==> config.mk <==
export PLATFORM = sky130hd
export DESIGN_NAME = rx_deser
export DESIGN_NICKNAME = d
export VERILOG_FILES = /design/src/rtl/rx_pkg.sv /design/src/rtl/rx_bit_counter.sv /design/src/rtl/rx_deser.sv
export SDC_FILE = /design/constraint.sdc
export NUM_CORES = 1
export LEC_CHECK = 0
export ABC_CLOCK_PERIOD_IN_PS = 1300
export BUFFER_PORTS_ARGS = -buffer_cell sky130_fd_sc_hd__buf_2
export CORE_MARGIN = 10
export CORE_UTILIZATION = 45
export DETAILED_ROUTE_END_ITERATION = 7
export PLACE_DENSITY = 0.69
export SETUP_SLACK_MARGIN = 0.3
export SLEW_MARGIN = 15
export SYNTH_ARGS = -nofsm -noshare
export SYNTH_HDL_FRONTEND = slang
export SYNTH_SLANG_ARGS = --single-unit
==> constraint.sdc <==
create_clock -name clk -period 1.3 [get_ports clk]
set_input_delay 0.325 -clock clk [delete_from_list [all_inputs] [get_ports clk]]
set_output_delay 0.325 -clock clk [all_outputs]
set_load 0.05 [all_outputs]
==> src/rtl/rx_pkg.sv <==
// Shared types and helpers for the receive deserialiser.
// The parity helper is used only when the block is built with RX_PARITY_EN.
package rx_pkg;

    localparam int RX_MIN_BITS = 5;
    localparam int RX_MAX_BITS = 16;

    typedef enum logic [1:0] {
        RX_IDLE   = 2'd0,
        RX_SHIFT  = 2'd1,
        RX_PARITY = 2'd2,
        RX_DONE   = 2'd3
    } rx_state_t;

    // Expected parity bit for a zero-extended word; odd sense inverts the XOR.
    function automatic logic rx_parity(input logic [RX_MAX_BITS-1:0] data, input logic odd);
        return (^data) ^ odd;
    endfunction

endpackage

==> src/rtl/rx_bit_counter.sv <==
// Sample counter for one frame: clearable, saturating at TERMINAL.
// tc_o flags that the next enabled sample is the one that reaches TERMINAL.
module rx_bit_counter
    import rx_pkg::*;
#(
    parameter int TERMINAL = 8
) (
    input  logic clk,
    input  logic rst,
    input  logic clr_i,
    input  logic en_i,
    output logic tc_o
);

    localparam int CW = $clog2(TERMINAL + 1);

    logic [CW-1:0] count_q;
    logic [CW-1:0] count_d;

    // Next count: clear wins over enable; never steps past TERMINAL.
    always_comb begin
        count_d = count_q;
        if (clr_i) begin
            count_d = '0;
        end else if (en_i && (count_q != CW'(TERMINAL))) begin
            count_d = count_q + CW'(1);
        end else begin
            count_d = count_q;
        end
    end

    // Count register.
    always_ff @(posedge clk or posedge rst) begin
        if (rst) begin
            count_q <= '0;
        end else begin
            count_q <= count_d;
        end
    end

    // Looks only at the registered count so the FSM can use it without a loop.
    assign tc_o = (count_q == CW'(TERMINAL - 1));

endmodule

==> src/rtl/rx_deser.sv <==
// Serial-to-parallel receive deserialiser with holding register and status flags.
// Define RX_PARITY_EN to add a trailing parity sample and the parity_error output.
module rx_deser
    import rx_pkg::*;
#(
    parameter int DATA_BITS  = 8,
    parameter int MSB_FIRST  = 0,
    parameter int PARITY_ODD = 0
) (
    input  logic                 clk,
    input  logic                 rst,
    input  logic                 frame_start,
    input  logic                 shift_enable,
    input  logic                 serial_in,
    input  logic                 data_read,
    output logic [DATA_BITS-1:0] rcv_data,
    output logic                 data_ready,
    output logic                 data_valid,
    output logic                 overrun_error,
    output logic                 busy
`ifdef RX_PARITY_EN
   ,output logic                 parity_error
`endif
);

    localparam bit CFG_OK = (DATA_BITS >= RX_MIN_BITS) && (DATA_BITS <= RX_MAX_BITS) &&
                            (MSB_FIRST == 0 || MSB_FIRST == 1) &&
                            (PARITY_ODD == 0 || PARITY_ODD == 1);

    if (!CFG_OK) begin : g_bad_cfg
        $error("rx_deser: illegal DATA_BITS/MSB_FIRST/PARITY_ODD combination");
    end

    rx_state_t            state_q, state_d;
    logic [DATA_BITS-1:0] sreg_q, sreg_d;
    logic [DATA_BITS-1:0] rcv_data_q, rcv_data_d;
    logic                 data_ready_q, data_ready_d;
    logic                 data_valid_q, data_valid_d;
    logic                 overrun_q, overrun_d;
    logic                 busy_q, busy_d;
    logic [DATA_BITS-1:0] shifted_s;
    logic                 cnt_clr_s;
    logic                 cnt_en_s;
    logic                 cnt_tc_s;
`ifdef RX_PARITY_EN
    logic                 par_pend_q, par_pend_d;
    logic                 parity_error_q, parity_error_d;
`endif

    rx_bit_counter #(
        .TERMINAL (DATA_BITS)
    ) u_cnt (
        .clk   (clk),
        .rst   (rst),
        .clr_i (cnt_clr_s),
        .en_i  (cnt_en_s),
        .tc_o  (cnt_tc_s)
    );

    assign shifted_s = (MSB_FIRST != 0) ? {sreg_q[DATA_BITS-2:0], serial_in}
                                        : {serial_in, sreg_q[DATA_BITS-1:1]};

    // Frame FSM, shift register and holding/status next-state logic.
    always_comb begin
        state_d      = state_q;
        sreg_d       = sreg_q;
        rcv_data_d   = rcv_data_q;
        data_ready_d = 1'b0;
        data_valid_d = data_valid_q;
        overrun_d    = overrun_q;
        cnt_clr_s    = 1'b0;
        cnt_en_s     = 1'b0;
`ifdef RX_PARITY_EN
        par_pend_d     = par_pend_q;
        parity_error_d = parity_error_q;
`endif
        if (data_read) begin
            data_valid_d = 1'b0;
            overrun_d    = 1'b0;
        end else begin
            data_valid_d = data_valid_q;
        end

        case (state_q)
            RX_IDLE: begin
                if (frame_start) begin
                    state_d   = RX_SHIFT;
                    sreg_d    = '0;
                    cnt_clr_s = 1'b1;
                end else begin
                    state_d = RX_IDLE;
                end
            end
            RX_SHIFT: begin
                if (frame_start) begin
                    sreg_d    = '0;
                    cnt_clr_s = 1'b1;
                end else if (shift_enable) begin
                    sreg_d   = shifted_s;
                    cnt_en_s = 1'b1;
                    if (cnt_tc_s) begin
`ifdef RX_PARITY_EN
                        state_d = RX_PARITY;
`else
                        state_d = RX_DONE;
`endif
                    end else begin
                        state_d = RX_SHIFT;
                    end
                end else begin
                    state_d = RX_SHIFT;
                end
            end
`ifdef RX_PARITY_EN
            RX_PARITY: begin
                if (frame_start) begin
                    state_d   = RX_SHIFT;
                    sreg_d    = '0;
                    cnt_clr_s = 1'b1;
                end else if (shift_enable) begin
                    par_pend_d = serial_in ^ rx_parity(RX_MAX_BITS'(sreg_q), (PARITY_ODD != 0));
                    state_d    = RX_DONE;
                end else begin
                    state_d = RX_PARITY;
                end
            end
`endif
            RX_DONE: begin
                // A read in this cycle only suppresses the overrun; the new word is still unread.
                state_d      = RX_IDLE;
                rcv_data_d   = sreg_q;
                data_ready_d = 1'b1;
                data_valid_d = 1'b1;
                if (data_valid_q && !data_read) begin
                    overrun_d = 1'b1;
                end else begin
                    overrun_d = 1'b0 | (overrun_q & ~data_read);
                end
`ifdef RX_PARITY_EN
                parity_error_d = par_pend_q;
`endif
            end
            default: begin
                state_d = RX_IDLE;
            end
        endcase

        busy_d = (state_d != RX_IDLE);
    end

    // State and output registers.
    always_ff @(posedge clk or posedge rst) begin
        if (rst) begin
            state_q      <= RX_IDLE;
            sreg_q       <= '0;
            rcv_data_q   <= '0;
            data_ready_q <= 1'b0;
            data_valid_q <= 1'b0;
            overrun_q    <= 1'b0;
            busy_q       <= 1'b0;
        end else begin
            state_q      <= state_d;
            sreg_q       <= sreg_d;
            rcv_data_q   <= rcv_data_d;
            data_ready_q <= data_ready_d;
            data_valid_q <= data_valid_d;
            overrun_q    <= overrun_d;
            busy_q       <= busy_d;
        end
    end

`ifdef RX_PARITY_EN
    // Parity capture and reported parity status.
    always_ff @(posedge clk or posedge rst) begin
        if (rst) begin
            par_pend_q     <= 1'b0;
            parity_error_q <= 1'b0;
        end else begin
            par_pend_q     <= par_pend_d;
            parity_error_q <= parity_error_d;
        end
    end

    assign parity_error = parity_error_q;
`endif

    assign rcv_data      = rcv_data_q;
    assign data_ready    = data_ready_q;
    assign data_valid    = data_valid_q;
    assign overrun_error = overrun_q;
    assign busy          = busy_q;

endmodule

# == After elaboration in Yosys (flattened, before gate mapping) ==
# Index checks and enable logic that the tools add are counted.
# word_totals
reg_bits,26
in_bits,6
output_inout_bits,12
# classes
add_sub_neg,1
n_eq_ne,6
mux,21
n_bitwise,2
n_reduce_logical,10
# ops
cell,n
8-bit two-way mux,3
8-bit one-hot mux with 2 select lines,1
1-bit two-way mux,11
4-bit two-way mux,2
2-bit nonzero test,4
2-bit two-way mux,3
"4-bit by 1-bit adder with 4-bit output, second input constant",1
"4-bit by 3-bit == test with 1-bit output, second input constant",1
"4-bit inequality test, second input constant",1
2-bit one-hot mux with 2 select lines,1
"3-bit inequality test, second input constant",1
3-bit AND reduction,1
"2-bit by 1-bit == test with 1-bit output, second input constant",1
"2-bit == test, second input constant",1
1-bit logical AND,2
2-bit logical NOT,1
"2-bit inequality test, second input constant",1
2-bit OR reduction,1
1-bit AND,1
1-bit logical NOT,1
1-bit NOT,1

# == Longest topological paths before layout ==
# logic_depth
word_depth,6
ltp_mapped,5
mapped_depth_nobuf,5

# == Modules after synthesis ==
# A second synthesis with hierarchy kept.
# unflattened
hier_cells,86
hier_area_um2,1077.3
# modules_own_cells
mod,n_inst,cells_per_inst,area_each_um2,seq_area_each_um2
rx_deser,1,61,834.6,550.5
rx_bit_counter,1,25,242.7,100.1

# == Least setup slack after synthesis ==
# No wires, ideal clock.
# synth_path
path_kind,register to register
start,register state_q[1]
end,register u_cnt.count_q[2]
setup_time_ps,120
t_arrival_ps,1126
required_time_ps,1180
path_slack_ps,54
path_stages_with_launch,6
n_path_buf,2
synth_period_minus_slack_ps,1246
cell_sequence,dfrtp_1 buf_6 and4bb_1 buf_6 nand2_1 a31o_1
# synth_via
elab_chain_len,4
# synth_rtl
item,line,source
from (decl),rx_deser.sv:34,"rx_state_t state_q, state_d;"
from (signal assigned),rx_deser.sv:162,state_q <= state_d;
2-bit by 1-bit == test with 1-bit output / 2-bit logical NOT (equally long branches),rx_deser.sv:84,case (state_q)
2-bit OR reduction (no line) / 1-bit two-way mux (equally long branches),-,
1-bit two-way mux / 1-bit logical AND (equally long branches),-,
4-bit two-way mux / 2-bit nonzero test (equally long branches),-,
to (signal assigned),rx_bit_counter.sv:37,count_q <= count_d;
to (decl),rx_bit_counter.sv:17,logic [CW-1:0] count_q;
# Parallel ways exist; a longest one is shown, timed or not.
# A chain may end at the register's enable or synchronous reset.

# == Worst setup path after layout ==
# layout_path
start,register state_q[1]
end,register sreg_q[3]
# layout_via
elab_chain_len,3
# layout_rtl
item,line,source
2-bit by 1-bit == test with 1-bit output / 2-bit logical NOT (equally long branches),rx_deser.sv:84,
3-bit inequality test (no line) (tied with other cells),-,
3-bit AND reduction (no line),-,
to (signal assigned),rx_deser.sv:163,sreg_q <= sreg_d;
to (decl),rx_deser.sv:35,"logic [DATA_BITS-1:0] sreg_q, sreg_d;"
# Parallel ways exist; a longest one is shown, timed or not.

==> impl_results.md <==
- Distinct cells, synth: 23
- Input/output buffers: 17
- Worst path arrival time: approximately 1500 ps
- Largest net degree at the start of global routing: 27
- Placed instance area: approximately 1200 µm²
- Startpoint Class: flip-flop
- Fraction of layout instances using a drive strength above 1: 0.545
- Period utilization: 0.958
- Syn Area/Cell: about 13 µm²
- Mapped Cells: 83
- I/O pins: 18
- Pwr/cell area: roughly 840 nW/µm²
- Grt met1 use: 0.132
- Hold WC Path Type: in -> async
- Run status: finished clean
- Crit Path Category: reg -> reg
- Die X: between 60 and 70 µm
- H-tree Lvls: 1
- Vias post-DR: around 800
- CP required: around 1500 ps
- WL final: approximately 2400 µm
- Maximum VDD drop: roughly 700 µV
- GRT Max-Usage Layer: met2
- Synth-to-layout area growth: 50.9%
- Cts bufs inserted: 3
- Slew HR: 0.780
- GRT overflow: 0
- Worst Setup End Kind: flip-flop
- Finished Cell Area: ~1600 µm²
- Maximum buffer depth of the clock tree: 2
- Detail Route Antenna Nets: 0
- Leak: roughly 0.84 nW
- Crit-path slowest cell: dfrtp_2
- Max Freq: roughly 800 MHz
- GP Congestion: between 0.6 and 0.7
- # diodes: 0
- Clock Skews: around 8.4 ps
- Synthesized area: between 1000 and 1500 µm²
- Asr flop ratio synth: 1.00
- Height of the die: 68.7 µm
- Vias/cell: approximately 5.3
- Initial Util: 0.477
- Clock slew at reported path FFs: between 100 and 150 ps
- Flops & latches, synth: 26
- Crit-path cells: buf_6 > and3b_2 > a22oi_2 > o21ai_1
- Average wire per standard cell: 16.2 µm
- Leading area contributor after synthesis: dfrtp_1
- Pre-antenna DRT Iters: 4
- First-pass GRT wire length: roughly 3800 µm
- RSZ-0062 raised after global routing: yes
- Worst reg2reg path depth: 4
- Post-synthesis sequential area ratio: 0.610
- Post-CTS Hold Buffers: 0
- DRT iter0 DRCs: 27
- Critical-path maximum fanout: 6
- Root Buffer: clkbuf_4
- Number of global-route vias before repair: 791
- CTS Sinks: 26
- HPWL after DPL: about 1400 µm
- Top cells by area, synth: dfrtp_1, mux2_2, a22o_1, nand2_1, mux2i_1
- Die ar.: around 4700 µm²
- Tot GR Track Use: 0.107
- Core Region: between 2000 and 2500 µm²
- Final hold vios: 0
- Top cell type's share of synthesized area: 0.610
- Max Cap Viol: 0
- Setup violators final: 0
- Commonest cells in the synthesized netlist: dfrtp_1, nand2_1, mux2_2, inv_1, a22o_1
- Most used DFF post-synth: dfrtp_1
- Worst slew pin tran: 331 ps
- DRC violations left: 0
- Synth Warn #: 0
- Tmin final: about 1200 ps
- Met2 Usage GRT: 0.176
- Layout Nets: 132
- TNS Setup: 0 ps
- Syn Nets: a little over 90
- TritonCTS clock tree: done
- Fin. max-slew vios: 0
- Number of synthesized flops with an enable pin: 0
- Worst-Skew Late Latency: approximately 320 ps
- Count leader, synth: dfrtp_1
- Initial antenna violation count: 0
- Worst stage delay on the critical path: roughly 490 ps
- Met3 GRT Util: 0.0193
- Row count: 17
[state kept, by name (all words and copies together), names as in the netlist]
register       cells
data_valid         1
rcv_data           8
overrun_error      1
data_ready         1
sreg_q             8
state_q            2
u_cnt.count_q      4
busy               1
[metrics by stage]
stage	setup slack [ps]	hold WS [ps]	power, mW	utilization	cells
after CTS	74.8	43.1	1.35	0.676	146
after detailed placement	80.0	398	0.939	0.545	131
final	54.1	28.7	1.35	0.720	151
after global routing	5.76	61.7	1.42	0.720	151
after floorplan	108	365	0.907	-	83
after global placement	96.1	385	0.933	0.545	131
[final timing paths]
| path | startpoint | to | slack, ps |
|---|---|---|---|
| worst min-delay path | rst | u_cnt.count_q[3]$_DFFE_PP0P_ | 30 |
| worst max register to register | state_q[1]$_DFF_PP0_ | sreg_q[3]$_DFFE_PP0P_ | 50 |
| worst max-delay path | state_q[1]$_DFF_PP0_ | sreg_q[3]$_DFFE_PP0P_ | 50 |
| max in group asynchronous | rst | state_q[1]$_DFF_PP0_ | 1010 |
| min in group clk | data_read | overrun_error$_DFFE_PP0P_ | 160 |
| worst min register to register | u_cnt.count_q[3]$_DFFE_PP0P_ | state_q[1]$_DFF_PP0_ | 520 |
[cells in the final DEF (no fill, tap or decap), types with 3 or more instances in the layout]
| cell | Yosys | routed |
|---|---|---|
| a22o_1 | 5 | 5 |
| mux2_4 | 0 | 8 |
| nand2_1 | 9 | 5 |
| nor2_1 | 4 | 4 |
| buf_2 | 0 | 5 |
| buf_6 | 2 | 18 |
| dfrtp_1 | 26 | 24 |
| mux2i_1 | 3 | 3 |
| inv_1 | 7 | 6 |
| buf_4 | 0 | 12 |
| clkbuf_4 | 0 | 3 |
[routing by layer]
layer  share of wire  vias to the layer above
met5               0                        -
met4           0.032                        0
met3           0.031                        8
met2            0.52                       15
met1            0.41                      406
li1                -                      369
[timing repair]
item	in CTS	in global routing
setup endpoints to repair	33	36
buffers inserted	10	5
hold endpoints to repair	0	0
gates resized for setup	45	16
pin swaps	9	4
cloned	1	0
[power breakdown]
group	switching, mW	internal [mW]
clock	0.236	0.171
sequential	0.0146	0.822
combinational	0.0616	0.0480
[logic make-up (layout without fill, tap and decap cells)]
group                    count (synthesis)  in the layout  synth area share
multiplexers                            11             11             0.113
flip-flops                              26             26             0.610
AO/OA/AOI/OAI                           15             15             0.108
adder cells (fa/ha/maj)                  2              2            0.0235
AND/OR/NAND/NOR                         20             20            0.0998
buffers and inverters                    9             49            0.0458
[area by class of cell]
| type | instances | area, µm² |
|---|---|---|
| clock buffers | 4 | 36.3 |
| multi-input cells | 48 | 473 |
| inverters | 7 | 26.3 |
| flip-flops and latches | 26 | 653 |
| well taps | 28 | 35.0 |
| fillers | 159 | 624 |
| repair buffers | 38 | 385 |
[critical path: cells and delay by family, from the launching register on]
family          cells  cell delay (ps)
compound gates      2              260
buf+inv             1              150
simple gates        1              270
flops               1              490
Note: power is estimated with default switching activity, not from simulation.
